`config.mk`:
```
export PLATFORM = sky130hd
export DESIGN_NAME = spi_slave_responder
export DESIGN_NICKNAME = d
export VERILOG_FILES = /design/src/rtl/spi_slave_responder.sv
export SDC_FILE = /design/constraint.sdc
export NUM_CORES = 1
export LEC_CHECK = 0
export ABC_AREA = 1
export CAP_MARGIN = 20
export CELL_PAD_IN_SITES_DETAIL_PLACEMENT = 1
export CELL_PAD_IN_SITES_GLOBAL_PLACEMENT = 2
export CORE_MARGIN = 2
export CORE_UTILIZATION = 31
export CTS_BUF_LIST = sky130_fd_sc_hd__clkbuf_4
export DETAILED_ROUTE_END_ITERATION = 8
export PLACE_DENSITY_LB_ADDON = 0.1
export SLEW_MARGIN = 20
export SYNTH_ARGS = -nofsm -noshare
export SYNTH_HDL_FRONTEND = slang
export SYNTH_SLANG_ARGS = --single-unit
```
`constraint.sdc`:
```
create_clock -name clk -period 1.35 [get_ports clk]
set_input_delay 0.27 -clock clk [delete_from_list [all_inputs] [get_ports clk]]
set_output_delay 0.27 -clock clk [all_outputs]
set_load 0.02 [all_outputs]
```
`src/rtl/spi_slave_responder.sv`:
```
// SPI responder for the 8-bit master: oversampled sclk/mosi/ss, rx byte strobe, tx reply byte.
// Optional sticky overrun detection is built when SPI_SLAVE_OVERRUN_EN is defined.
module spi_slave_responder #(
    parameter logic [7:0] DEFAULT_TX  = 8'h00,
    parameter int         SYNC_STAGES = 2
) (
    input  logic       clk,
    input  logic       reset,
    input  logic       sclk,
    input  logic       mosi,
    output logic       miso,
    input  logic       ss,
    input  logic [7:0] tx_data,
    input  logic       tx_load,
    output logic       tx_ready,
    output logic [7:0] rx_data,
    output logic       rx_valid,
    output logic       busy,
    output logic       rx_overrun
);

    typedef enum logic {IDLE, SHIFT} state_t;

    logic [SYNC_STAGES-1:0] sclk_sync_q, sclk_sync_d;
    logic [SYNC_STAGES-1:0] mosi_sync_q, mosi_sync_d;
    logic [SYNC_STAGES-1:0] ss_sync_q, ss_sync_d;
    logic                   sclk_hist_q, ss_hist_q;
    logic                   sclk_s, mosi_s, ss_s;
    logic                   sclk_rise, sclk_fall, ss_rise, ss_fall;

    state_t     state_q, state_d;
    logic [7:0] tx_shift_q, tx_shift_d;
    logic [7:0] rx_shift_q, rx_shift_d;
    logic [2:0] bit_cnt_q, bit_cnt_d;
    logic       miso_q, miso_d;
    logic [7:0] hold_q, hold_d;
    logic       hold_full_q, hold_full_d;
    logic       reload_q, reload_d;
    logic [7:0] rx_data_q, rx_data_d;
    logic       rx_valid_q, rx_valid_d;
    logic       hold_take;
    logic [7:0] tx_src;

    always_comb begin
        sclk_sync_d = {sclk_sync_q[SYNC_STAGES-2:0], sclk};
        mosi_sync_d = {mosi_sync_q[SYNC_STAGES-2:0], mosi};
        ss_sync_d   = {ss_sync_q[SYNC_STAGES-2:0], ss};
    end

    assign sclk_s    = sclk_sync_q[SYNC_STAGES-1];
    assign mosi_s    = mosi_sync_q[SYNC_STAGES-1];
    assign ss_s      = ss_sync_q[SYNC_STAGES-1];
    assign sclk_rise = sclk_s & ~sclk_hist_q;
    assign sclk_fall = ~sclk_s & sclk_hist_q;
    assign ss_rise   = ss_s & ~ss_hist_q;
    assign ss_fall   = ~ss_s & ss_hist_q;

    always_comb begin
        state_d    = state_q;
        tx_shift_d = tx_shift_q;
        rx_shift_d = rx_shift_q;
        bit_cnt_d  = bit_cnt_q;
        miso_d     = miso_q;
        reload_d   = reload_q;
        rx_data_d  = rx_data_q;
        rx_valid_d = 1'b0;
        hold_take  = 1'b0;
        tx_src     = tx_shift_q;
        case (state_q)
            IDLE: begin
                miso_d    = 1'b0;
                bit_cnt_d = 3'd0;
                reload_d  = 1'b0;
                if (ss_fall) begin
                    state_d    = SHIFT;
                    tx_shift_d = hold_full_q ? hold_q : DEFAULT_TX;
                    hold_take  = hold_full_q;
                end
            end
            SHIFT: begin
                if (sclk_rise) begin
                    // The byte-boundary reload is taken at the first rise of the next byte,
                    // so a reply loaded in response to rx_valid still goes out in this window.
                    if (reload_q) begin
                        tx_src    = hold_full_q ? hold_q : DEFAULT_TX;
                        hold_take = hold_full_q;
                        reload_d  = 1'b0;
                    end
                    miso_d     = tx_src[7];
                    tx_shift_d = {tx_src[6:0], 1'b0};
                end
                if (sclk_fall) begin
                    rx_shift_d = {rx_shift_q[6:0], mosi_s};
                    bit_cnt_d  = bit_cnt_q + 3'd1;
                    if (bit_cnt_q == 3'd7) begin
                        rx_data_d  = rx_shift_d;
                        rx_valid_d = 1'b1;
                        reload_d   = 1'b1;
                    end
                end
                // ss rise wins over everything except a byte completing in the same cycle
                if (ss_rise) begin
                    state_d   = IDLE;
                    bit_cnt_d = 3'd0;
                    miso_d    = 1'b0;
                    reload_d  = 1'b0;
                end
            end
            default: state_d = IDLE;
        endcase
    end

    always_comb begin
        hold_d      = hold_q;
        hold_full_d = hold_full_q & ~hold_take;
        if (tx_load && !hold_full_q) begin
            hold_d      = tx_data;
            hold_full_d = 1'b1;
        end
    end

    always_ff @(posedge clk or posedge reset) begin
        if (reset) begin
            sclk_sync_q <= '0;
            mosi_sync_q <= '0;
            ss_sync_q   <= '1;
            sclk_hist_q <= 1'b0;
            ss_hist_q   <= 1'b1;
            state_q     <= IDLE;
            tx_shift_q  <= 8'h00;
            rx_shift_q  <= 8'h00;
            bit_cnt_q   <= 3'd0;
            miso_q      <= 1'b0;
            hold_q      <= 8'h00;
            hold_full_q <= 1'b0;
            reload_q    <= 1'b0;
            rx_data_q   <= 8'h00;
            rx_valid_q  <= 1'b0;
        end else begin
            sclk_sync_q <= sclk_sync_d;
            mosi_sync_q <= mosi_sync_d;
            ss_sync_q   <= ss_sync_d;
            sclk_hist_q <= sclk_s;
            ss_hist_q   <= ss_s;
            state_q     <= state_d;
            tx_shift_q  <= tx_shift_d;
            rx_shift_q  <= rx_shift_d;
            bit_cnt_q   <= bit_cnt_d;
            miso_q      <= miso_d;
            hold_q      <= hold_d;
            hold_full_q <= hold_full_d;
            reload_q    <= reload_d;
            rx_data_q   <= rx_data_d;
            rx_valid_q  <= rx_valid_d;
        end
    end

`ifdef SPI_SLAVE_OVERRUN_EN
    logic ack_pend_q, ack_pend_d;
    logic rx_overrun_q, rx_overrun_d;

    // A tx_load between two completed bytes acknowledges the earlier one.
    always_comb begin
        ack_pend_d   = ack_pend_q;
        rx_overrun_d = rx_overrun_q;
        if (rx_valid_d) begin
            if (ack_pend_q && !tx_load)
                rx_overrun_d = 1'b1;
            ack_pend_d = 1'b1;
        end else if (tx_load) begin
            ack_pend_d = 1'b0;
        end
    end

    always_ff @(posedge clk or posedge reset) begin
        if (reset) begin
            ack_pend_q   <= 1'b0;
            rx_overrun_q <= 1'b0;
        end else begin
            ack_pend_q   <= ack_pend_d;
            rx_overrun_q <= rx_overrun_d;
        end
    end

    assign rx_overrun = rx_overrun_q;
`else
    assign rx_overrun = 1'b0;
`endif

    assign miso     = miso_q;
    assign tx_ready = ~hold_full_q;
    assign rx_data  = rx_data_q;
    assign rx_valid = rx_valid_q;
    assign busy     = (state_q == SHIFT);

endmodule

```
==> metrics.json, run 1 <==
{
  "sta": {
    "min_period_over_period_pct": 95.72,
    "clock.fmax_ghz": 0.7739,
    "min_period_ns": 1.292,
    "timing_max_transition_violations_final": 0,
    "unrepaired_setup_endpoints_after_global_routing": "true",
    "timing.final.setup_violations": 0,
    "post_route_setup_tns_ns": 0,
    "timing.final.hold_violations": 0,
    "fin_worst_skew_ns": 0.01502
  },
  "placed_design": {
    "post-dp-hpwl_um": 3047,
    "port-buffer-count": 25,
    "place_congestion": 0.7247,
    "dp.cells": 333
  },
  "worst_setup_path": {
    "critical_path_arrival_ns": 1.02,
    "crit_path_end_kind": "primary output",
    "critical_path.slowest_cell": "sky130_fd_sc_hd__dfrtp_1",
    "path_delay_family": "flip-flops",
    "path_max_fanout": 2,
    "worstSetupPathType": "reg -> out",
    "worstSetupStartpointType": "flip-flop",
    "chain_of_cells_forming_the_critical_path": "clkdlybuf4s15_2",
    "worst-endpoint-required_ns": 1.08,
    "cp_num_buf_inv": 1,
    "cpPeakStageDelay_ns": 0.40
  },
  "synthesis": {
    "asyncSetResetFlopFracSynth_pct": 100.0,
    "synth.top_cell.area_share_pct": 54.73,
    "ys_seq_area_share_pct": 58.64,
    "synth_simple_gate_area_share_pct": 27.55,
    "synthAdderAreaFrac_pct": 1.244,
    "synthesis.yosys.warnings": 0,
    "synth.top_cells.by_count": "89 x sky130_fd_sc_hd__nand2_1, 44 x sky130_fd_sc_hd__dfrtp_1, 21 x sky130_fd_sc_hd__nand3_1",
    "postSynthCellCount": 227,
    "syn_nets": 243,
    "synthMuxAreaShare_pct": 0,
    "post_synth_main_area_contributors": "sky130_fd_sc_hd__dfrtp_1 55%, sky130_fd_sc_hd__nand2_1 17%, sky130_fd_sc_hd__nand3_1 5.2%",
    "synth-compound-area-share_pct": 6.592,
    "synthFlopType": "sky130_fd_sc_hd__dfrtp_1",
    "yosys.area_share.xor_xnor_pct": 0,
    "syn_area_um2": 2012,
    "post_synthesis_cell_type_with_the_largest_combined_area": "sky130_fd_sc_hd__dfrtp_1",
    "yosys.cell_count.top_type": "sky130_fd_sc_hd__nand2_1",
    "netlist_cell_types": 24,
    "syn_area_per_cell_um2": 8.863,
    "synth_edf_count": 0,
    "ys_ff_latch": 47,
    "combinational_family_with_the_most_area_after_synthesis": "simple AND/OR/NAND/NOR gates"
  },
  "route": {
    "drt-wirelength-per-cell_um": 12.87,
    "detail_route.vias_per_cell": 4.447,
    "dr.pass1.iters": 4,
    "dr_total_vias": 1552,
    "finalWirelength_um": 4491,
    "ant_nets": 0,
    "drc_errors": 0,
    "initialDrtViolationCount": 71
  },
  "die": {
    "row_count": 29,
    "die_ar_um2": 7150,
    "top_level_i_o_count": 27,
    "coreArea_um2": 6314,
    "die_y_um": 84.56,
    "floorplan.initialDensity_pct": 31.87,
    "width_of_the_chip_um": 84.56
  },
  "power_and_ir_drop": {
    "power_frac_clock_pct": 19.1,
    "comb_power_share_pct": 29.1,
    "power.switching_fraction_pct": 36.61,
    "seq_power_share_pct": 51.8,
    "power_per_cell_area_nw_per_um2": 1524,
    "leakage_uw": 0.001255,
    "vdd.ir_drop.worst_mv": 0.8367,
    "fin_total_pwr_uw": 3811,
    "power_switching_uw": 1395,
    "internal-power_uw": 2416
  },
  "cells_and_area": {
    "multi_input_area_um2": 743.2,
    "final_core_utilization_pct": 39.62,
    "nets": 287,
    "sequential_cell_area_in_the_final_layout_um2": 1180,
    "filler_cells_inserted": 798,
    "num_antenna_cells": 0,
    "drive_above_1_share_pct": 21.69,
    "area_added_between_synthesis_and_finish_pct": 24.32,
    "finish.cell_count_without_fillers": 349
  },
  "min_path": {
    "hold_path_class": "in -> async"
  },
  "global_route": {
    "vias_in_the_first_global_route": 1498,
    "grt_start_max_net_pins": 48,
    "grt.overflow.total": 0,
    "first_pass_grt_wire_length_um": 7238,
    "overall_global_routing_usage_pct": 12.88,
    "grt_antenna_before_repair": 0
  },
  "clock_network": {
    "numCtsBuffers": 5,
    "h-tree-depth": 2,
    "cell_chosen_for_the_clock_root": "sky130_fd_sc_hd__clkbuf_4",
    "clock_pin_slew_worst_setup_and_hold_paths_ns": 0.16,
    "cts.sinks": 47,
    "clock_insertion_delay_worst_skew_ns": 0.38,
    "tritoncts": "yes",
    "max-clock-path-buffers": 2
  },
  "outcome": {
    "outcome": "finished clean"
  },
  "run": {
    "cap_viol_max_count": 0
  }
}
==> registers in the layout, indices dropped and copies added, names as in the netlist, 2 cells and up <==
| name | flops |
|---|---|
| hold_q | 8 |
| tx_shift_q | 8 |
| mosi_sync_q | 2 |
| sclk_sync_q | 2 |
| bit_cnt_q | 3 |
| ss_sync_q | 2 |
| rx_shift_q | 7 |
| rx_data | 8 |
==> final timing paths <==
check,startpoint,to,slack [ns],cells past startpoint
min in group clk,ss,ss_sync_q[0]$_DFF_PP1_,0.28,1
max,miso$_DFFE_PP0P_,miso,0.06,1
max in group asynchronous,reset,ss_hist_q$_DFF_PP1_,0.80,3
min,reset,hold_q[0]$_DFFE_PP0P_,0.27,3
max reg2reg,busy$_DFF_PP0_,tx_shift_q[1]$_DFFE_PP0P_,0.08,8
min reg2reg,ss_sync_q[0]$_DFF_PP1_,ss_sync_q[1]$_DFF_PP1_,0.37,0
==> layout by cell type, fill, tap and decap left out, drive strengths merged, types with 2 or more instances in the layout <==
| master | count |
|---|---|
| clkinvlp | 2 |
| dfstp | 3 |
| buf | 28 |
| nand3 | 24 |
| clkbuf | 6 |
| clkdlybuf4s50 | 13 |
| ha | 2 |
| dfrtp | 44 |
| a21oi | 3 |
| nand2 | 91 |
| o21ai | 17 |
| inv | 20 |
| nor2 | 15 |
==> logic make-up after synthesis <==
group	after synthesis
and+or+nand+nor	130
adders and majority gates	2
buffers and inverters	26
AOI/OAI and AO/OA	21
DFF	47
other	1
==> power by group through the flow <==
stage | logic [µW] | clock network (µW) | registers [µW]
final | 1110 | 728 | 1980
after global routing | 1270 | 831 | 2020
after CTS | 1100 | 770 | 1980
after detailed placement | 1120 | 0 | 2000
after global placement | 1110 | 0 | 2000
after floorplan | 774 | 0 | 1970
==> what timing repair did <==
action	in CTS	in global routing
gates cloned	0	1
hold buffers	0	0
gates resized for setup	38	13
buffers inserted	0	7
pin swaps	0	2
hold endpoints to repair	0	0
endpoints found under the setup margin	12	19
==> cell type report <==
type	count	area share [%]
flip-flops and latches	47	47.17
multi-input cells	155	29.71
repair buffers	43	13.76
well taps	77	3.852
inverters	19	3.001
clock buffers	5	1.501
clock inverters	3	1.000
==> stage by stage <==
step	setup WS, ns	cell area (µm²)	hold WS [ns]
after floorplan	0.09542	2016	0.2745
after global placement	0.06741	2412	0.3324
after detailed placement	0.03148	2412	0.3412
after CTS	0.001835	2470	0.2461
after global routing	-0.001278	2501	0.2265
final	0.05780	2501	0.2684
==> per-layer routing <==
metal  vias up  part of all wire (%)  GRT usage [%]
met5         -                     0              0
met4         0                   1.4          4.329
met3         6                   3.5          3.441
met2        24                    44          19.18
met1       723                    51          18.24
li1        799                     -              -
(Power assumes the default switching activity.)
==> run 2, diff against run 1 <==
--- a/config.mk
+++ b/config.mk
@@ -11,7 +11,8 @@
 export CELL_PAD_IN_SITES_GLOBAL_PLACEMENT = 2
 export CORE_MARGIN = 2
 export CORE_UTILIZATION = 31
-export CTS_BUF_LIST = sky130_fd_sc_hd__clkbuf_4
+export CTS_BUF_LIST = sky130_fd_sc_hd__clkbuf_8
+export CTS_CLUSTER_SIZE = 20
 export DETAILED_ROUTE_END_ITERATION = 8
 export PLACE_DENSITY_LB_ADDON = 0.1
 export SLEW_MARGIN = 20
==> run 2 against run 1 <==
  * First-iteration DRC count rose by 7.0%
  * Flip-flop and latch count did not move
  * Register-to-register slack improved by 0.02 ns
  * Setup slack got worse by 0.0039 ns
  * Die area did not move
  * Core utilization rose by 0.63 points
  * Routed wire length fell by 1.4%
  * Cell count fell by 1.1%
==> metrics.json, run 2 (synthesis gave the netlist of run 1 again) <==
{
  "worst_setup_path": {
    "cp_num_buf_inv": 1,
    "r2r.worst_path.cells": 6,
    "endpoint_of_the_worst_slack_reg_to_reg_timing_path": "rx_data[7]$_DFFE_PP0P_",
    "crit-reg2reg-launch": "bit_cnt_q[0]$_DFFE_PP0P_",
    "critical_path.slowest_cell": "sky130_fd_sc_hd__dfrtp_1",
    "crit_path_end_kind": "primary output",
    "ff2ff_setup_slack_ns": 0.10,
    "cpPeakStageDelay_ns": 0.39,
    "path_delay_family": "flip-flops",
    "worstSetupPathType": "reg -> out",
    "worstSetupStartpointType": "flip-flop",
    "worst-endpoint-required_ns": 1.08,
    "critical_path_arrival_ns": 1.03,
    "crit_path_start": "rx_data[7]$_DFFE_PP0P_",
    "chain_of_cells_forming_the_critical_path": "dlygate4sd2_1",
    "path_max_fanout": 2
  },
  "die": {
    "floorplan.initialDensity_pct": 31.87,
    "top_level_i_o_count": 27,
    "row_count": 29,
    "die_y_um": 84.56,
    "coreArea_um2": 6314,
    "width_of_the_chip_um": 84.56,
    "die_ar_um2": 7150
  },
  "route": {
    "dr_total_vias": 1550,
    "dr.pass1.iters": 4,
    "detail_route.vias_per_cell": 4.493,
    "drc_errors": 0,
    "drt-wirelength-per-cell_um": 12.83,
    "ant_nets": 0,
    "initialDrtViolationCount": 76,
    "finalWirelength_um": 4427
  },
  "clock_network": {
    "clock_insertion_delay_worst_skew_ns": 0.31,
    "clock_pin_slew_worst_setup_and_hold_paths_ns": 0.10,
    "cts.sinks": 47,
    "tritoncts": "yes",
    "max-clock-path-buffers": 2,
    "cell_chosen_for_the_clock_root": "sky130_fd_sc_hd__clkbuf_8",
    "cts.hold.buffers_added": 0,
    "h-tree-depth": 2,
    "numCtsBuffers": 5
  },
  "global_route": {
    "vias_in_the_first_global_route": 1524,
    "grt_antenna_before_repair": 0,
    "grt.overflow.total": 0,
    "grt_start_max_net_pins": 48,
    "overall_global_routing_usage_pct": 12.90,
    "first_pass_grt_wire_length_um": 7272
  },
  "sta": {
    "timing.final.setup_violations": 0,
    "min_period_ns": 1.296,
    "min_period_over_period_pct": 96.01,
    "timing_max_transition_violations_final": 0,
    "fin_worst_skew_ns": 0.007926,
    "unrepaired_setup_endpoints_after_global_routing": "false",
    "clock.fmax_ghz": 0.7715,
    "post_route_setup_tns_ns": 0,
    "timing.final.hold_violations": 0
  },
  "cells_and_area": {
    "layout.cells.most_common_list": "89 x sky130_fd_sc_hd__nand2_1, 44 x sky130_fd_sc_hd__dfrtp_1, 21 x sky130_fd_sc_hd__nand3_1, 15 x sky130_fd_sc_hd__inv_1, 14 x sky130_fd_sc_hd__nor2_1",
    "num_antenna_cells": 0,
    "multi_input_area_um2": 743.2,
    "area_added_between_synthesis_and_finish_pct": 26.31,
    "sequential_cell_area_in_the_final_layout_um2": 1180,
    "nets": 283,
    "layout_commonest_cell": "sky130_fd_sc_hd__nand2_1",
    "drive_above_1_share_pct": 16.42,
    "filler_cells_inserted": 787
  },
  "run": {
    "cap_viol_max_count": 0
  },
  "power_and_ir_drop": {
    "fin_total_pwr_uw": 3992,
    "power_per_cell_area_nw_per_um2": 1571,
    "leakage_uw": 0.001266,
    "vdd.ir_drop.worst_mv": 0.6988
  },
  "placed_design": {
    "port-buffer-count": 25,
    "place_congestion": 0.7247,
    "post-dp-hpwl_um": 3047
  },
  "min_path": {
    "hold_path_class": "in -> async"
  },
  "outcome": {
    "outcome": "finished clean"
  }
}
-- run 2: final cells by class --
type                    instances  share of cell area (%)
clock inverters                 3                  0.9847
inverters                      19                   2.954
clock buffers                   5                   2.708
repair buffers                 39                   13.88
well taps                      77                   3.791
flip-flops and latches         47                   46.43
multi-input cells             155                   29.25
-- run 2: worst max path at each step --
stage                                   to  slack (ns)  depth (start not counted)
floorplan           rx_data[1]$_DFFE_PP0P_         0.1                          5
finish                          rx_data[7]        0.05                          1
global placement                  tx_ready        0.07                          2
global route                    rx_data[6]       0.001                          1
CTS                               tx_ready        0.01                          2
detailed placement  rx_data[7]$_DFFE_PP0P_        0.03                          6
-- run 2: worst register-to-register path, cell delays in order (launching register included) --
cell and delay [ns]:
sky130_fd_sc_hd__dfrtp_1 0.41, sky130_fd_sc_hd__ha_1 0.21, sky130_fd_sc_hd__ha_2 0.22, sky130_fd_sc_hd__nand3_4 0.15, sky130_fd_sc_hd__inv_1 0.07, sky130_fd_sc_hd__nand2_1 0.06, sky130_fd_sc_hd__nand2_1 0.04
-- run 2: metrics by stage --
step	worst slack, ns	cells	area [µm²]	hold WS [ns]	util (%)
final	0.05387	345	2541	0.3439	40.25
after global routing	0.001167	345	2541	0.3319	40.25
after CTS	0.01424	341	2492	0.3418	39.48
after detailed placement	0.03148	333	2412	0.3412	38.21
after global placement	0.06741	333	2412	0.3324	38.21
after floorplan	0.09542	227	2016	0.2745	-
-- run 2: layer usage --
layer	global-route usage (%)	vias to the layer above	wire length (µm)
met5	0	-	0
met4	4.329	0	68
met3	3.441	7	162
met2	19.47	25	1919
met1	18.06	727	2276
li1	-	791	-
-- run 2: power by group --
group / internal, µW / switching, µW / leakage [µW]
registers: 1760 / 219 / 0.000605
logic: 437 / 667 / 0.000616
clock network: 378 / 529 / 0.0000452
-- run 2: what timing repair did --
action	4_1_cts	5_1_grt
setup buffers	0	3
endpoints found under the setup margin	12	13
pin swaps	0	2
cloned	0	1
resized for setup	13	8
==> run 3, diff against run 2 <==
--- a/config.mk
+++ b/config.mk
@@ -15,7 +15,6 @@
 export CTS_CLUSTER_SIZE = 20
 export DETAILED_ROUTE_END_ITERATION = 8
 export PLACE_DENSITY_LB_ADDON = 0.1
-export SLEW_MARGIN = 20
 export SYNTH_ARGS = -nofsm -noshare
 export SYNTH_HDL_FRONTEND = slang
 export SYNTH_SLANG_ARGS = --single-unit
==> results of run 3 <==
Same layout as run 2: the final DEF is identical, and so are final timing and power.
